==> src/rtl/riscv_dbus_arb.sv <==
// riscv_dbus_arb: round-robin two-master arbiter and sequencer for a single word-addressed data memory port.
// Ports: clk_i/rst_ni clock and async active-low reset; mN_* request/response channel per master
// (req/we/byte/addr/wdata in, ack/err/rdata out); mem_req_o/addr_mem_o/dat_mem_o/mem_we drive the
// memory phase; data_mem_i/dbus_ack_i return read data and phase completion.
module riscv_dbus_arb #(
  parameter int unsigned TIMEOUT = 255
) (
  input  logic        clk_i,
  input  logic        rst_ni,
  input  logic        m0_req_i,
  input  logic        m0_we_i,
  input  logic        m0_byte_i,
  input  logic [31:0] m0_addr_i,
  input  logic [31:0] m0_wdata_i,
  output logic        m0_ack_o,
  output logic        m0_err_o,
  output logic [31:0] m0_rdata_o,
  input  logic        m1_req_i,
  input  logic        m1_we_i,
  input  logic        m1_byte_i,
  input  logic [31:0] m1_addr_i,
  input  logic [31:0] m1_wdata_i,
  output logic        m1_ack_o,
  output logic        m1_err_o,
  output logic [31:0] m1_rdata_o,
  output logic        mem_req_o,
  output logic [29:0] addr_mem_o,
  output logic [31:0] dat_mem_o,
  output logic        mem_we,
  input  logic [31:0] data_mem_i,
  input  logic        dbus_ack_i
);
  typedef enum logic [2:0] {IDLE, RD, WR, RMW_RD, RMW_WR, RESP} state_t;
  localparam int CW = (TIMEOUT < 2) ? 1 : $clog2(TIMEOUT + 1);
  state_t        r_state;
  logic [CW-1:0] r_cnt;
  logic          r_gnt, r_last, r_byte, r_ack, r_err;
  logic [1:0]    r_lane;
  logic [7:0]    r_wb;
  logic [31:0]   r_rdata;
  logic          w_req, w_pick, w_we, w_byte, w_tmo;
  logic [31:0]   w_addr, w_wdata, w_merge;
  logic [7:0]    w_lane_rd;
  logic [4:0]    w_sh;
  assign w_req   = m0_req_i | m1_req_i;
  // on a tie the master not granted last wins; a lone requester always wins
  assign w_pick  = (m0_req_i & m1_req_i) ? ~r_last : m1_req_i;
  assign w_we    = w_pick ? m1_we_i    : m0_we_i;
  assign w_byte  = w_pick ? m1_byte_i  : m0_byte_i;
  assign w_addr  = w_pick ? m1_addr_i  : m0_addr_i;
  assign w_wdata = w_pick ? m1_wdata_i : m0_wdata_i;
  assign w_sh    = {r_lane, 3'b000};
  assign w_lane_rd = 8'(data_mem_i >> w_sh);
  assign w_merge = (data_mem_i & ~(32'h0000_00ff << w_sh)) | ({24'b0, r_wb} << w_sh);
  // counter value TIMEOUT-1 means this is the TIMEOUT-th phase cycle
  assign w_tmo   = (TIMEOUT != 0) && (r_cnt == CW'(TIMEOUT - 1));
  assign m0_ack_o   = r_ack & ~r_gnt;
  assign m1_ack_o   = r_ack & r_gnt;
  assign m0_err_o   = m0_ack_o & r_err;
  assign m1_err_o   = m1_ack_o & r_err;
  assign m0_rdata_o = m0_ack_o ? r_rdata : '0;
  assign m1_rdata_o = m1_ack_o ? r_rdata : '0;
  always_ff @(posedge clk_i or negedge rst_ni) begin
    if (!rst_ni) begin
      r_state    <= IDLE;
      r_cnt      <= '0;
      r_gnt      <= 1'b0;
      r_last     <= 1'b1;
      r_byte     <= 1'b0;
      r_ack      <= 1'b0;
      r_err      <= 1'b0;
      r_lane     <= '0;
      r_wb       <= '0;
      r_rdata    <= '0;
      mem_req_o  <= 1'b0;
      mem_we     <= 1'b0;
      addr_mem_o <= '0;
      dat_mem_o  <= '0;
    end else begin
      case (r_state)
        IDLE: if (w_req) begin
          r_gnt      <= w_pick;
          r_byte     <= w_byte;
          r_lane     <= w_addr[1:0];
          r_wb       <= w_wdata[7:0];
          r_cnt      <= '0;
          r_rdata    <= '0;
          r_err      <= 1'b0;
          addr_mem_o <= w_addr[31:2];
          mem_req_o  <= 1'b1;
          mem_we     <= w_we & ~w_byte;
          if (w_we & ~w_byte) dat_mem_o <= w_wdata;
          r_state    <= w_we ? (w_byte ? RMW_RD : WR) : RD;
        end
        RD, WR, RMW_RD, RMW_WR: if (dbus_ack_i) begin
          r_cnt <= '0;
          if (r_state == RMW_RD) begin
            // memory has no byte enables: write back the read word with one lane replaced
            dat_mem_o <= w_merge;
            mem_we    <= 1'b1;
            r_state   <= RMW_WR;
          end else begin
            mem_req_o <= 1'b0;
            mem_we    <= 1'b0;
            r_ack     <= 1'b1;
            r_state   <= RESP;
            if (r_state == RD) r_rdata <= r_byte ? {24'b0, w_lane_rd} : data_mem_i;
          end
        end else if (w_tmo) begin
          mem_req_o <= 1'b0;
          mem_we    <= 1'b0;
          r_ack     <= 1'b1;
          r_err     <= 1'b1;
          r_rdata   <= '0;
          r_state   <= RESP;
        end else begin
          r_cnt <= r_cnt + CW'(1);
        end
        RESP: begin
          r_ack   <= 1'b0;
          r_last  <= r_gnt;
          r_state <= IDLE;
        end
        default: r_state <= IDLE;
      endcase
    end
  end
endmodule

==> config.mk <==
export PLATFORM = sky130hd
export DESIGN_NAME = riscv_dbus_arb
export DESIGN_NICKNAME = d
export VERILOG_FILES = /design/src/rtl/riscv_dbus_arb.sv
export SDC_FILE = /design/constraint.sdc
export NUM_CORES = 1
export LEC_CHECK = 0
export BUFFER_PORTS_ARGS = -buffer_cell sky130_fd_sc_hd__buf_2
export CAP_MARGIN = 10
export CORE_UTILIZATION = 44
export DETAILED_ROUTE_END_ITERATION = 7
export MAX_ROUTING_LAYER = met4
export PLACE_DENSITY = 0.79
export SYNTH_ARGS = -nofsm -noshare
export SYNTH_HDL_FRONTEND = slang
export SYNTH_SLANG_ARGS = --single-unit
export TNS_END_PERCENT = 5
==> constraint.sdc <==
create_clock -name clk_i -period 2 [get_ports clk_i]
set_input_delay 0.2 -clock clk_i [delete_from_list [all_inputs] [get_ports clk_i]]
set_output_delay 0.2 -clock clk_i [all_outputs]
set_load 0.01 [all_outputs]
* Word-level counts from Yosys, hierarchy flattened *
Index checks and enable logic that the tools add are counted.

storage, ports and cells
  input bits = 169
  flip-flop bits (word level) = 122

cells by class
  bitwise gates (word level) = 13
  $add $sub $neg = 1
  mux-type cells = 46
  eq/ne operators = 16
  reductions and logical operators = 13
  shifts and indexed selects = 3

operators with widths
  cell                    count
  $mux W32                14
  $pmux W32 S2            2
  $and A32 B32 Y32        1
  $not A32 Y32            1
  $or A32 B32 Y32         1
  $shl A8 B5 Y32          1
  $shl A8 B5 Y32 const A  1
  $shr A32 B5 Y8          1
  $mux W8                 3
  $mux W1                 17
  $pmux W8 S2             1
  $ne A2 B2 Y1 const B    6
  $ne A3 B3 Y1 const B    4
  $reduce_and A5 Y1       2
  $mux W3                 3
  $reduce_and A3 Y1       3
  $add A8 B1 Y8 const B   1
  $eq A8 B8 Y1 const B    1
  $pmux W1 S2             4
  $reduce_and A4 Y1       2
  $and A1 B1 Y1           6
  $eq A3 B2 Y1 const B    2
  $eq A3 B3 Y1 const B    2
  $pmux W3 S2             1
  8 further kinds         12

* Depth between registers and ports, before layout *
  word-level depth = 8
  depth in mapped cells = 8

* Worst setup path before layout *
OpenSTA, ideal clock, no wires.

  kind = reg2reg
  start = register r_state[0]
  end = register dat_mem_o[1]
  cell stages (with the launch flop) = 7
  setup slack = 136 ps
  data arrival time = 1,739 ps
  library setup time = 125 ps
  period minus slack after synthesis = 1,864 ps
  required time = 1,875 ps
  path through = dfrtp_1 > buf_6 > nor3_2 > o21ai_1 > o21ai_2 > buf_2 > mux2_2

on the way
  longest elaborated chain between the ends = 4

ends and longest elaborated chain
  element                                                              line    source
  from (decl)                                                          35      state_t r_state;
  from (signal assigned)                                               93      r_state <= w_we ? (w_byte ? RMW_RD : WR) : RD;
  $eq A3 B2 Y1 (tied with other cells)                                 80, 97
  $reduce_or A4 Y1                                                     80      case (r_state)
  $ne A2 B2 Y1 (no source line) or $reduce_bool A2 Y1 (tied branches)  --
  $reduce_and A5 Y1 (no source line)                                   --
  to (signal assigned)                                                 92      if (w_we & ~w_byte) dat_mem_o <= w_wdata;
  to (signal assigned)                                                 99      dat_mem_o <= w_merge;
  to (decl)                                                            28      output logic [31:0] dat_mem_o,

Parallel ways exist; a longest one is shown, timed or not.
A chain may end at the register's enable or synchronous reset.

* Final worst setup path *
  start = register r_state[0]
  end = register r_rdata[2]

on the way
  longest elaborated chain between the ends = 4

ends and longest elaborated chain
  element                                                              line    source
  $eq A3 B2 Y1 (tied with other cells)                                 80, 97
  $reduce_or A4 Y1                                                     80
  $ne A3 B3 Y1 (no source line) or $reduce_bool A2 Y1 (tied branches)  --
  $reduce_and A5 Y1 (no source line)                                   --
  to (signal assigned)                                                 107     if (r_state == RD) r_rdata <= r_byte ? {24'b0, w_lane_rd} : data_mem_i;
  to (decl)                                                            40      logic [31:0] r_rdata;

Parallel ways exist; a longest one is shown, timed or not.

==> run metrics <==
Slew HR between 50% and 60%; Placeable Area 0.0154 mm2; flops & latches, synth ~120; cell internal pwr roughly 8.6 mW; layout cells sized above 1 a little under two fifths; CTS tree done; Least-Margin Pin Slew a little over 700 ps; most frequent cells after synthesis nand2_1, dfrtp_1, a31oi_1; Net Switching a little over 6 mW; DRT iter0 DRCs about 520; number of synthesized flops with an enable pin 0; IO Port Bufs 300; TritonCTS Buffers 17; Horiz. Die Dim roughly 130 um; # IOs ~300; Die ar. 0.0164 mm2; worst reg-to-reg path cell count 7; Comb pwr share around half; most frequent cell after synthesis nand2_1; global route total overflow 0; simple-gate area share of the yosys netlist a little over a quarter; largest area contributor in the netlist dfrtp_1; multiplexer share of the synthesized area under 10%; H-tree depth 4; Critical path buffers and inverters 2; worst hold start m1_addr_i[12]; pin count of the biggest net entering global routing between 60 and 70; Cell Chain, Critical Path o21ai_1 > nand3_4 > o211ai_4 > buf_12 > buf_4 > nand2_1 > o41ai_1; path type of the worst min-delay path primary input to flop; Max VDD drop 947 uV; Final ANT Viol Nets 0; # Post-CTS Setup Buffers 0; worst setup path startpoint r_state[0]$_DFFE_PN0P_; DRC viols 0; Primary FF master, synth dfrtp_1; Crit path arrival time between 2000 and 2500 ps; synthesized net count 1009; CP Data Required Time ~2300 ps; CTS root buf clkbuf_16; startpoint types flop; instance count of the mapped netlist about 840; largest family of logic cells by synthesized area simple AND/OR/NAND/NOR gates; Post-synth ARST share 100%; reported max-cap violation count 0; final worst path period share approximately 96%; synth warn 0; Cell Rows 45; All-Layer GR Usage 28.7%; Synth cell types 49; minimum clock period 1920 ps; sequential share of power between 20 and 30%; initial antenna violation count 0; post-synthesis xor/xnor area fraction 0.500%; vias in the first global route 6687; Initial DRT Pass Iterations 5; post-route insts no fill about 1300; Cells after DPL around 1300; Final setup viols 0; top-area cell type share of the netlist area around 43%; Seq/Total Area, Yosys 43.6%; routed wire length between 20000 and 25000 um; status finished, final reports clean; Layout area overhead 34.8%; first-pass GRT wire length 34800 um; RSZ-0062 raised after global routing yes; # diodes 0; final layout net count 1295; fillcell total around 1400; reg-to-reg setup timing slack roughly 83 ps; Leak 4.87 nW; CTS sink count between 100 and 150; critical path class flop to flop; Synth Area in Adders less than 1%; Worst path depth 7; Slew Viols, Final 0; Layout Skew about 13 ps; RR Startpoint r_state[0]$_DFFE_PN0P_; WHS 19.4 ps; clock share of power roughly a fifth; P per Cell Area approximately 1600 mW/mm2; gp weighted congestion between 0.9 and 1; Hold Path Depth 3; top cells by area, synth dfrtp_1, nand2_1, mux2_2; vias per cell about 5.4; worst-path maximum fanout between 50 and 60; slowest stage delay, CP 400 ps; crit-path leading delay family compound AO/OA/AOI/OAI gates; f_max around 0.52 GHz; worst-case clock buffer depth 2; die height approximately 130 um; Skew-Pair Late Insertion Delay about 430 ps; via count between 7000 and 8000; Starting Density approximately 46%; slowest cell on the critical path dfrtp_1; wire length per cell ~17 um; Net Sw Frac a little over two fifths; final hold viol count 0; Syn Area/Cell between 8 and 9 um2; CP Capture Type flop; Cell Area, Synth approximately 0.0070 mm2; Clock Pin Slew Worst Setup and Hold Paths around 60 ps; post-DP HPWL ~17000 um; complex-gate fraction of the synthesized area between 10% and 20%
routing by layer:
metal  wire, um  share of wire (%)  global-route usage [%]  vias to the layer above
met3       1800                8.0                    6.18                       50
met4        506                2.2                    10.4                        0
met2      10800                 48                    44.4                      360
met5          0                  0                       -                        -
li1           -                  -                       -                     3468
met1       9530                 42                    37.0                     3400
per-stage QoR:
| step | total power, mW | util, % | setup TNS [ps] | worst slack, ps | cell area, um2 |
|---|---|---|---|---|---|
| 4_1_cts | 14.7 | 61.3 | 0 | 62.8 | 9420 |
| 5_1_grt | 15.8 | 61.4 | -63.2 | -29.6 | 9440 |
| 3_3_place_gp | 11.4 | 57.3 | 0 | 95.8 | 8800 |
| 2_1_floorplan | 8.94 | - | 0 | 136 | 7010 |
| 6_report | 14.8 | 61.4 | 0 | 83.4 | 9440 |
| 3_5_place_dp | 11.5 | 57.3 | -7.65 | -6.37 | 8800 |
cell type report:
type / instances / area (um2) / area share, %
Sequential cell: 122 / 3050 / 32.4
Clock buffer: 20 / 457 / 4.84
Inverter: 11 / 41.3 / 0.437
Tap cell: 211 / 264 / 2.80
Multi-Input combinational cell: 639 / 3660 / 38.7
Timing Repair Buffer: 333 / 1820 / 19.3
Clock inverter: 12 / 148 / 1.56
state kept, by name, indices dropped and copies added (netlist names), 2 cells and up:
name / count
dat_mem_o: 32
addr_mem_o: 30
r_state: 3
r_wb: 8
r_lane: 2
r_cnt: 8
r_rdata: 32
placed cells by master, fill, tap and decap left out, types with 2 or more instances in the layout:
cell	instances
a211oi_1	16
a21o_1	2
a21oi_1	13
a31oi_1	66
and2_1	34
and3_1	60
and4_1	2
buf_12	5
buf_2	299
buf_4	27
bufinv_16	3
clkbuf_16	17
clkbuf_8	2
clkinv_2	5
clkinv_4	2
clkinvlp_4	2
dfrtp_1	121
ha_1	2
inv_1	11
mux2_2	40
mux2i_1	10
nand2_1	225
nand2b_1	2
nand3_1	3
nand4_1	3
nor2_1	58
nor2_4	2
nor2b_1	12
nor3b_1	2
o211ai_1	3
o21ai_0	38
o21ai_1	6
o22ai_1	9
o41ai_1	3
o41ai_2	5
xor2_1	4
power groups by stage:
stage | Clock (mW) | Sequential, mW | Combinational [mW]
6_report | 3.14 | 4.33 | 7.28
5_1_grt | 3.29 | 4.47 | 7.99
4_1_cts | 3.18 | 4.32 | 7.21
3_5_place_dp | 0 | 4.33 | 7.18
3_3_place_gp | 0 | 4.33 | 7.03
2_1_floorplan | 0 | 4.45 | 4.49
what timing repair did:
action | in CTS | in global routing
gates cloned | 0 | 0
endpoints found under the setup margin | 5 | 4
hold endpoints to repair | 26 | 0
gates resized for setup | 1 | 3
hold buffers | 1 | 0
path summary, 6_finish.rpt:
check	endpoint
max	r_rdata[2]$_DFFE_PN0P_
min in group asynchronous	r_rdata[19]$_DFFE_PN0P_
min	addr_mem_o[10]$_DFFE_PN0P_
max reg2reg	r_rdata[2]$_DFFE_PN0P_
max in group asynchronous	dat_mem_o[4]$_DFFE_PN0P_
min reg2reg	r_rdata[13]$_DFFE_PN0P_
tightest hold or removal path: stages:
cell and delay, ps:
buf_2 90, nand2_1 40, a31oi_1 70
cell families after synthesis:
group           after synthesis
simple gates                412
compound gates              170
flops                       122
buf+inv                      77
mux                          51
xor+xnor                      4
fa+ha+maj                     2
(Power assumes the default switching activity.)
